`config.mk`:
```
export PLATFORM = sky130hd
export DESIGN_NAME = load_store_unit
export DESIGN_NICKNAME = d
export VERILOG_FILES = /design/src/rtl/load_store_unit.sv
export SDC_FILE = /design/constraint.sdc
export NUM_CORES = 1
export LEC_CHECK = 0
export ABC_AREA = 1
export CAP_MARGIN = 20
export CELL_PAD_IN_SITES_DETAIL_PLACEMENT = 2
export CELL_PAD_IN_SITES_GLOBAL_PLACEMENT = 2
export CORE_MARGIN = 2
export CORE_UTILIZATION = 31
export DETAILED_ROUTE_END_ITERATION = 10
export DONT_BUFFER_PORTS = 1
export GPL_TIMING_DRIVEN = 0
export PLACE_DENSITY = 0.87
export SYNTH_ARGS = -nofsm -noshare
export SYNTH_HDL_FRONTEND = slang
export SYNTH_SLANG_ARGS = --single-unit
```
`constraint.sdc`:
```
create_clock -name clk -period 1.6 [get_ports clk]
set_clock_uncertainty 0.15 [all_clocks]
set_input_delay 0.32 -clock clk [delete_from_list [all_inputs] [get_ports clk]]
set_output_delay 0.32 -clock clk [all_outputs]
set_load 0.05 [all_outputs]
```
`src/rtl/load_store_unit.sv`:
```
// load_store_unit: data-memory access stage between execute and the mmu.
// Optional: define LSU_MISALIGN_TRAP_EN to trap misaligned half/word accesses.
module load_store_unit #(
  parameter int TIMEOUT = 16
) (
  input  logic        clk,
  input  logic        reset_n,
  input  logic        req_valid,
  output logic        req_ready,
  input  logic        req_write,
  input  logic [2:0]  req_funct3,
  input  logic [31:0] req_base,
  input  logic [31:0] req_offset,
  input  logic [31:0] req_wdata,
  output logic        resp_valid,
  output logic [31:0] resp_rdata,
  output logic        resp_exc,
  output logic [1:0]  resp_cause,
  output logic [31:0] resp_addr,
  output logic        mem_read_enable,
  output logic        mem_write_enable,
  output logic        mem_signed_read,
  output logic [1:0]  mem_data_width,
  output logic [31:0] mem_address,
  output logic [31:0] mem_data_in,
  input  logic [31:0] mem_data_out,
  input  logic        mem_ready
);

  typedef enum logic [1:0] {
    IDLE,
    ISSUE,
    WAIT
  } state_t;

  localparam logic [7:0] TO_LAST = 8'(TIMEOUT - 1);

  state_t      state;
  state_t      state_nx;
  logic [31:0] eff_addr;
  logic [1:0]  dec_width;
  logic        dec_illegal;
  logic        wr_q;
  logic [7:0]  cnt;
  logic        accept;
  logic        fire;
  logic        cnt_inc;
  logic [1:0]  cause_nx;
  logic [31:0] rdata_nx;
  logic [31:0] addr_nx;

  assign eff_addr = req_base + req_offset;
  assign req_ready = (state == IDLE);

  // Enables follow the state so an async reset drops them at once.
  assign mem_read_enable  = (state == ISSUE) && !wr_q;
  assign mem_write_enable = (state == ISSUE) && wr_q;

  // funct3 -> mmu width; 11 and signed-looking stores are illegal.
  always_comb begin
    dec_width   = {req_funct3[1], req_funct3[1] | req_funct3[0]};
    dec_illegal = (req_funct3[1:0] == 2'b11)
                | (req_write & req_funct3[2]);
  end

`ifdef LSU_MISALIGN_TRAP_EN
  logic dec_misal;

  // Half needs bit 0 clear, word needs bits 1:0 clear.
  always_comb begin
    dec_misal = 1'b0;
    unique case (1'b1)
      (dec_width == 2'd1): dec_misal = eff_addr[0];
      (dec_width == 2'd3): dec_misal = |eff_addr[1:0];
      default:             dec_misal = 1'b0;
    endcase
  end
`endif

  // State register.
  always_ff @(posedge clk or negedge reset_n) begin
    if (!reset_n) state <= IDLE;
    else          state <= state_nx;
  end

  // Next state and the response to load on this edge.
  always_comb begin
    state_nx = state;
    accept   = 1'b0;
    fire     = 1'b0;
    cnt_inc  = 1'b0;
    cause_nx = 2'd0;
    rdata_nx = 32'h0;
    addr_nx  = mem_address;
    unique case (state)
      IDLE: begin
        addr_nx = eff_addr;
        if (req_valid) begin
          accept = 1'b1;
          if (dec_illegal) begin
            fire     = 1'b1;
            cause_nx = 2'd2;
          end
`ifdef LSU_MISALIGN_TRAP_EN
          else if (dec_misal) begin
            fire     = 1'b1;
            cause_nx = 2'd1;
          end
`endif
          else begin
            state_nx = ISSUE;
          end
        end
      end
      ISSUE: state_nx = WAIT;
      WAIT: begin
        if (mem_ready) begin
          fire     = 1'b1;
          rdata_nx = wr_q ? 32'h0 : mem_data_out;
          state_nx = IDLE;
        end else if (cnt == TO_LAST) begin
          fire     = 1'b1;
          cause_nx = 2'd3;
          state_nx = IDLE;
        end else begin
          cnt_inc = 1'b1;
        end
      end
      default: state_nx = IDLE;
    endcase
  end

  // Counts consecutive WAIT cycles without mem_ready.
  always_ff @(posedge clk or negedge reset_n) begin
    if (!reset_n)     cnt <= 8'd0;
    else if (cnt_inc) cnt <= cnt + 8'd1;
    else              cnt <= 8'd0;
  end

  // mmu holding registers, loaded once per accepted request.
  always_ff @(posedge clk or negedge reset_n) begin
    if (!reset_n) begin
      wr_q            <= 1'b0;
      mem_address     <= 32'h0;
      mem_data_width  <= 2'd0;
      mem_signed_read <= 1'b0;
      mem_data_in     <= 32'h0;
    end else if (accept) begin
      wr_q            <= req_write;
      mem_address     <= eff_addr;
      mem_data_width  <= dec_width;
      mem_signed_read <= !req_funct3[2];
      mem_data_in     <= req_wdata;
    end
  end

  // Response pulse; payload holds until the next response.
  always_ff @(posedge clk or negedge reset_n) begin
    if (!reset_n) begin
      resp_valid <= 1'b0;
      resp_rdata <= 32'h0;
      resp_exc   <= 1'b0;
      resp_cause <= 2'd0;
      resp_addr  <= 32'h0;
    end else begin
      resp_valid <= fire;
      if (fire) begin
        resp_rdata <= rdata_nx;
        resp_exc   <= (cause_nx != 2'd0);
        resp_cause <= cause_nx;
        resp_addr  <= addr_nx;
      end
    end
  end

endmodule

```
==> results of run 1 <==
synth_stat cells, drive strengths merged:
library cell and number:
a21o 1, nand2b 2, nand4 1, a22o 1, fa 1, and3 1
nand3 57, a21oi 54, or2 2, buf 16, xnor2 5, and2 1
o21ai 54, a32oi 1, nor3b 2, xor2 9, inv 172, nor2 81
nor4 1, o21bai 2, a31oi 7, nand3b 2, nor3 7, nand2 504
clkbuf 17, a32o 1, ha 32, dfrtp 146
stage by stage:
step           utilization, %  instances  cell area (µm²)  hold slack (ns)
2_1_floorplan               -       1180             8786          -0.1256
3_3_place_gp            35.22       1515             9205          -0.1217
3_5_place_dp            35.22       1515             9205          -0.1197
4_1_cts                 41.55       1633            10860          -0.5725
5_1_grt                 44.10       1655            11520          -0.5800
6_report                44.10       1655            11520          -0.5616
logic make-up after synthesis:
kind of cell / count (synthesis) / share of synthesized area, %
AOI/OAI and AO/OA: 121 / 7.727
xor gates and xnor gates: 14 / 1.485
adders and majority gates: 33 / 5.091
buffers and inverters: 205 / 9.742
DFF: 146 / 44.24
and+or+nand+nor: 661 / 31.71
worst max-delay path by stage:
stage / to / depth (start not counted) / slack, ns
2_1_floorplan: resp_addr[24]$_DFFE_PN0P_ / 12 / -0.20
3_3_place_gp: resp_addr[28]$_DFFE_PN0P_ / 12 / -0.57
3_5_place_dp: mem_address[28]$_DFFE_PN0P_ / 12 / -0.65
4_1_cts: resp_addr[23]$_DFFE_PN0P_ / 12 / -0.25
5_1_grt: resp_rdata[31]$_DFFE_PN0P_ / 11 / -0.56
6_report: cnt[6]$_DFF_PN0_ / 10 / -0.50
flip-flops by register name (all words and copies together) (netlist names):
| signal | cells |
|---|---|
| cnt | 8 |
| mem_address | 32 |
| mem_data_in | 32 |
| mem_data_width | 2 |
| mem_signed_read | 1 |
| resp_addr | 32 |
| resp_cause | 2 |
| resp_exc | 1 |
| resp_rdata | 32 |
| resp_valid | 1 |
| state | 2 |
| wr_q | 1 |
layout make-up:
cell class | instances | area, µm²
fillers | 2941 | 14610
multi-input cells | 829 | 4745
flip-flops and latches | 146 | 3716
repair buffers | 109 | 1110
inverters | 172 | 660.6
clock buffers | 18 | 429.2
well taps | 335 | 419.2
plain buffers | 29 | 309.0
clock inverters | 13 | 126.4
diodes | 4 | 10.01
where the power goes:
group | internal (mW) | total [mW] | switching, mW
Clock | 2.17 | 3.99 | 1.82
Sequential | 4.86 | 10.4 | 5.52
Combinational | 1.80 | 4.66 | 2.86
Total | 8.83 | 19.0 | 10.2
critical path: cells and delay by family (launching register included):
family                     cells  cell delay (ns)
buffers and inverters          3             0.36
DFF                            1             0.45
adders and majority gates      1             0.23
and+or+nand+nor                5             0.65
xor gates and xnor gates       1             0.16
repair_timing:
item | in CTS | in global routing
hold buffers | 70 | 1
endpoints found under the setup margin | 160 | 182
buffers inserted | 19 | 16
cloned | 2 | 1
pin swaps | 14 | 23
resized for setup | 78 | 190
endpoints found under the hold margin | 216 | 147
layer usage:
metal  GRT usage, %  vias to the layer above  wire length, µm
li1               -                     3877                -
met1          29.45                     4254            14890
met2          46.49                      302            20300
met3          7.610                      107             2759
met4          12.55                        0             1825
met5              0                        -                0
==> out/qor.txt, run 1 <==
power density cells: 1651 nW/µm²
Clock Latency Late Sink: 0.44 ns
H-Tree Depth: 4
DRT Wirelength: 39.77 mm
Worst-Margin Slew: 0.5574 ns
Crit path required time: 1.79 ns
sequential share of the synthesized area: 44.24%
Leak Pwr: 5.889 nW
syn nets: 1349
RR Endpoint: cnt[6]$_DFF_PN0_
Critical Path Fanout Max: 2
CP Cell Sequence: ha_2 > nand2_2 > inv_2 > nand2_4 > buf_4 > buf_4 > nor2_1 > nand2_1 > xor2_1 > nor2_1
largest net degree at the start of global routing: 147
Critical path origin: cnt[0]$_DFF_PN0_
final hold vios: 146
syn_area_per_cell: 6.998 µm²
drt drc: 11
dpl hpwl: 24.58 mm
core box area: 26130 µm²
Slowest Stage Delay on Critical Path: 0.45 ns
worst r2r src: cnt[0]$_DFF_PN0_
Starting Density: 31.60%
hold crit path type: in -> async
Port-buffer cells: 0
worst setup path class: reg -> reg
Avg Vias per Cell: 5.160
r2r setup slk: -0.50 ns
Routed wire per std cell: 24.03 µm
CP Capture Type: register
commonest non-fill, non-tap cell in the layout: nand2_1
Layout Nets: 1473
failing checks: DRC, hold timing, setup timing
IO Count: 274
antenna violations before repair: 3
vias post-DR: 8540
Iter 0 DRT Violations: 455
slowest stage cell, crit path: dfrtp_1
clock sinks: 146
ratio of final minimum period to clock period: 131.2%
GRT Total Usage: 26.43%
status: complete, but fails checks
Worst setup SP type: register
Setup WS post-layout: -0.4994 ns
Cell Rows: 59
setup violators final: 92
Synthesis Warnings: 0
grt ovf: 0
max cap viols: 0
r2r worst-path depth: 10
Area Growth Syn to Fin: 39.56%
min Tclk post-route: 2.099 ns
Sum Neg Setup Slack: -29.06 ns
commonest cells after routing, fill and taps aside: 455 x nand2_1, 162 x inv_1, 96 x dfrtp_1
IR drop worst, VDD: 1.084 mV
post-synth top area share: 44.24%
Die Wd: 167.2 µm
drt first pass iters: 8
Rel. slew slack: 62.84%
Die Area: 27960 µm²
Worst EP arrival: 2.29 ns
Root Buffer: clkbuf_16
Reg clk slew, reported paths: 0.08 ns
CTS tree: done
CTS Buffer Depth: 2
total power: 19.03 mW
leading area contributor after synthesis: dfrtp_1
RSZ-0062 raised after global routing: yes
first-pass GRT wire length: 56.46 mm
CTS buffer count: 17
maximum clock rate: 476.3 MHz
Final ANT Viol Nets: 0
dpl ws: -0.6461 ns
Seq cells post-synth: 146
top cells by area, synth: dfrtp_1 44%, nand2_1 23%, inv_1 7.5%
fraction of final layout cells sized beyond drive strength 1: 24.01%
post-synth cell types: 38
number of global-route vias before repair: 9643
Mapped Area: 8258 µm²
Post-Syn Instances: 1180
worst hold slack: -0.5616 ns
Pins Over Slew Limit: 0
Die Y: 167.2 µm
GP Congestion: 0.8118
Note: power is estimated with default switching activity, not from simulation.
==> run 2: changes to the inputs <==
- SKIP_CTS_REPAIR_TIMING: not set -> 1
==> out/qor.txt, run 2 (synthesized netlist as in run 1, its figures left out) <==
r2r worst-path depth: 11
failing checks: DRC, hold timing, setup timing
grt ovf: 0
Final ANT Viol Nets: 0
CTS Buffer Depth: 2
RSZ-0062 raised after global routing: yes
Area Growth Syn to Fin: 35.45%
Layout Nets: 1452
H-Tree Depth: 4
setup violators final: 87
final hold vios: 146
Critical path origin: cnt[1]$_DFF_PN0_
drt drc: 22
DRT Wirelength: 36.53 mm
Avg Vias per Cell: 5.085
Worst-Margin Slew: 0.6611 ns
vias post-DR: 8293
clock sinks: 146
worst hold slack: -0.5583 ns
antenna violations before repair: 0
Worst setup SP type: register
Root Buffer: clkbuf_16
global route hottest layer: met2
IO Count: 274
GRT Total Usage: 22.16%
CTS buffer count: 17
commonest cells after routing, fill and taps aside: 448 x nand2_1, 162 x inv_1, 112 x dfrtp_1
Area after DPL: 9205 µm²
Die Wd: 167.2 µm
Critical Path Fanout Max: 10
maximum clock rate: 514.1 MHz
Iter 0 DRT Violations: 385
number of global-route vias before repair: 8655
met2 Use GR: 39.38%
ratio of final minimum period to clock period: 121.6%
worst setup path class: reg -> reg
met3 Usage GRT: 6.712%
hold crit path type: in -> async
Worst EP arrival: 2.14 ns
Clock Latency Late Sink: 0.43 ns
Cell Rows: 59
Reg clk slew, reported paths: 0.07 ns
core box area: 26130 µm²
Die Y: 167.2 µm
CTS tree: done
Crit path required time: 1.79 ns
dpl ws: -0.6461 ns
Pins Over Slew Limit: 0
RR Endpoint: resp_addr[15]$_DFFE_PN0P_
first-pass GRT wire length: 48.30 mm
Starting Density: 31.60%
Leak Pwr: 5.755 nW
Routed wire per std cell: 22.39 µm
Port-buffer cells: 0
Rel. slew slack: 55.52%
fin area: 11190 µm²
met1 global-route usage: 26.26%
drt first pass iters: 8
status: complete, but fails checks
Die Area: 27960 µm²
commonest non-fill, non-tap cell in the layout: nand2_1
fraction of final layout cells sized beyond drive strength 1: 21.24%
power density cells: 1660 nW/µm²
GP Congestion: 0.8118
largest net degree at the start of global routing: 147
worst r2r src: cnt[1]$_DFF_PN0_
max cap viols: 0
min Tclk post-route: 1.945 ns
CP Capture Type: register
IR drop worst, VDD: 1.049 mV
dpl hpwl: 24.58 mm
Sum Neg Setup Slack: -19.95 ns
r2r setup slk: -0.35 ns
Setup WS post-layout: -0.3452 ns
Setup crit end: resp_addr[15]$_DFFE_PN0P_
[run 2: worst min path at each step]
stage	from	end	slack (ns)	cells after the start
2_1_floorplan	reset_n	cnt[0]$_DFF_PN0_	-0.13	0
3_3_place_gp	reset_n	resp_rdata[28]$_DFFE_PN0P_	-0.12	0
3_5_place_dp	reset_n	resp_rdata[12]$_DFFE_PN0P_	-0.12	0
4_1_cts	reset_n	mem_data_in[19]$_DFFE_PN0P_	-0.57	0
5_1_grt	reset_n	resp_rdata[4]$_DFFE_PN0P_	-0.58	0
6_report	reset_n	resp_rdata[10]$_DFFE_PN0P_	-0.56	0
[run 2: report_power, final]
part	total [mW]	switching, mW	internal (mW)	leakage, nW
sequential	10.3	5.48	4.84	1.79
combinational	4.32	2.68	1.64	3.70
clock	3.94	1.77	2.16	0.266
total	18.6	9.93	8.64	5.76
[run 2: routing by layer]
layer,part of all wire [%],up-vias
li1,-,3819
met1,38,4164
met2,52,241
met3,6.1,69
met4,3.4,0
met5,0,-
[run 2: area by class of cell]
class,instances,area (µm²)
Fill cell,3005,14950
Multi-Input combinational cell,829,4700
Sequential cell,146,3696
Timing Repair Buffer,84,858.3
Inverter,172,663.1
Clock buffer,18,429.2
Tap cell,335,419.2
Buffer,33,291.5
Clock inverter,13,126.4
Antenna cell,1,2.502
[run 2: critical path, stage by stage, from the launching register on]
cell and delay (ns):
dfrtp_1 0.38, ha_2 0.21, nand2_2 0.06, inv_2 0.08
nand2_4 0.07, nor2_4 0.14, o21ai_4 0.08, nand2_4 0.13
buf_6 0.18, buf_6 0.17, nor2_1 0.06, a21oi_1 0.17
[run 2: metrics by stage]
| stage | cells | total power [mW] | util, % |
|---|---|---|---|
| 3_5_place_dp | 1515 | 13.69 | 35.22 |
| 4_1_cts | 1546 | 17.60 | 37.35 |
| 6_report | 1631 | 18.57 | 42.80 |
| 5_1_grt | 1630 | 19.40 | 42.79 |
| 3_3_place_gp | 1515 | 13.40 | 35.22 |
| 2_1_floorplan | 1180 | 12.13 | - |
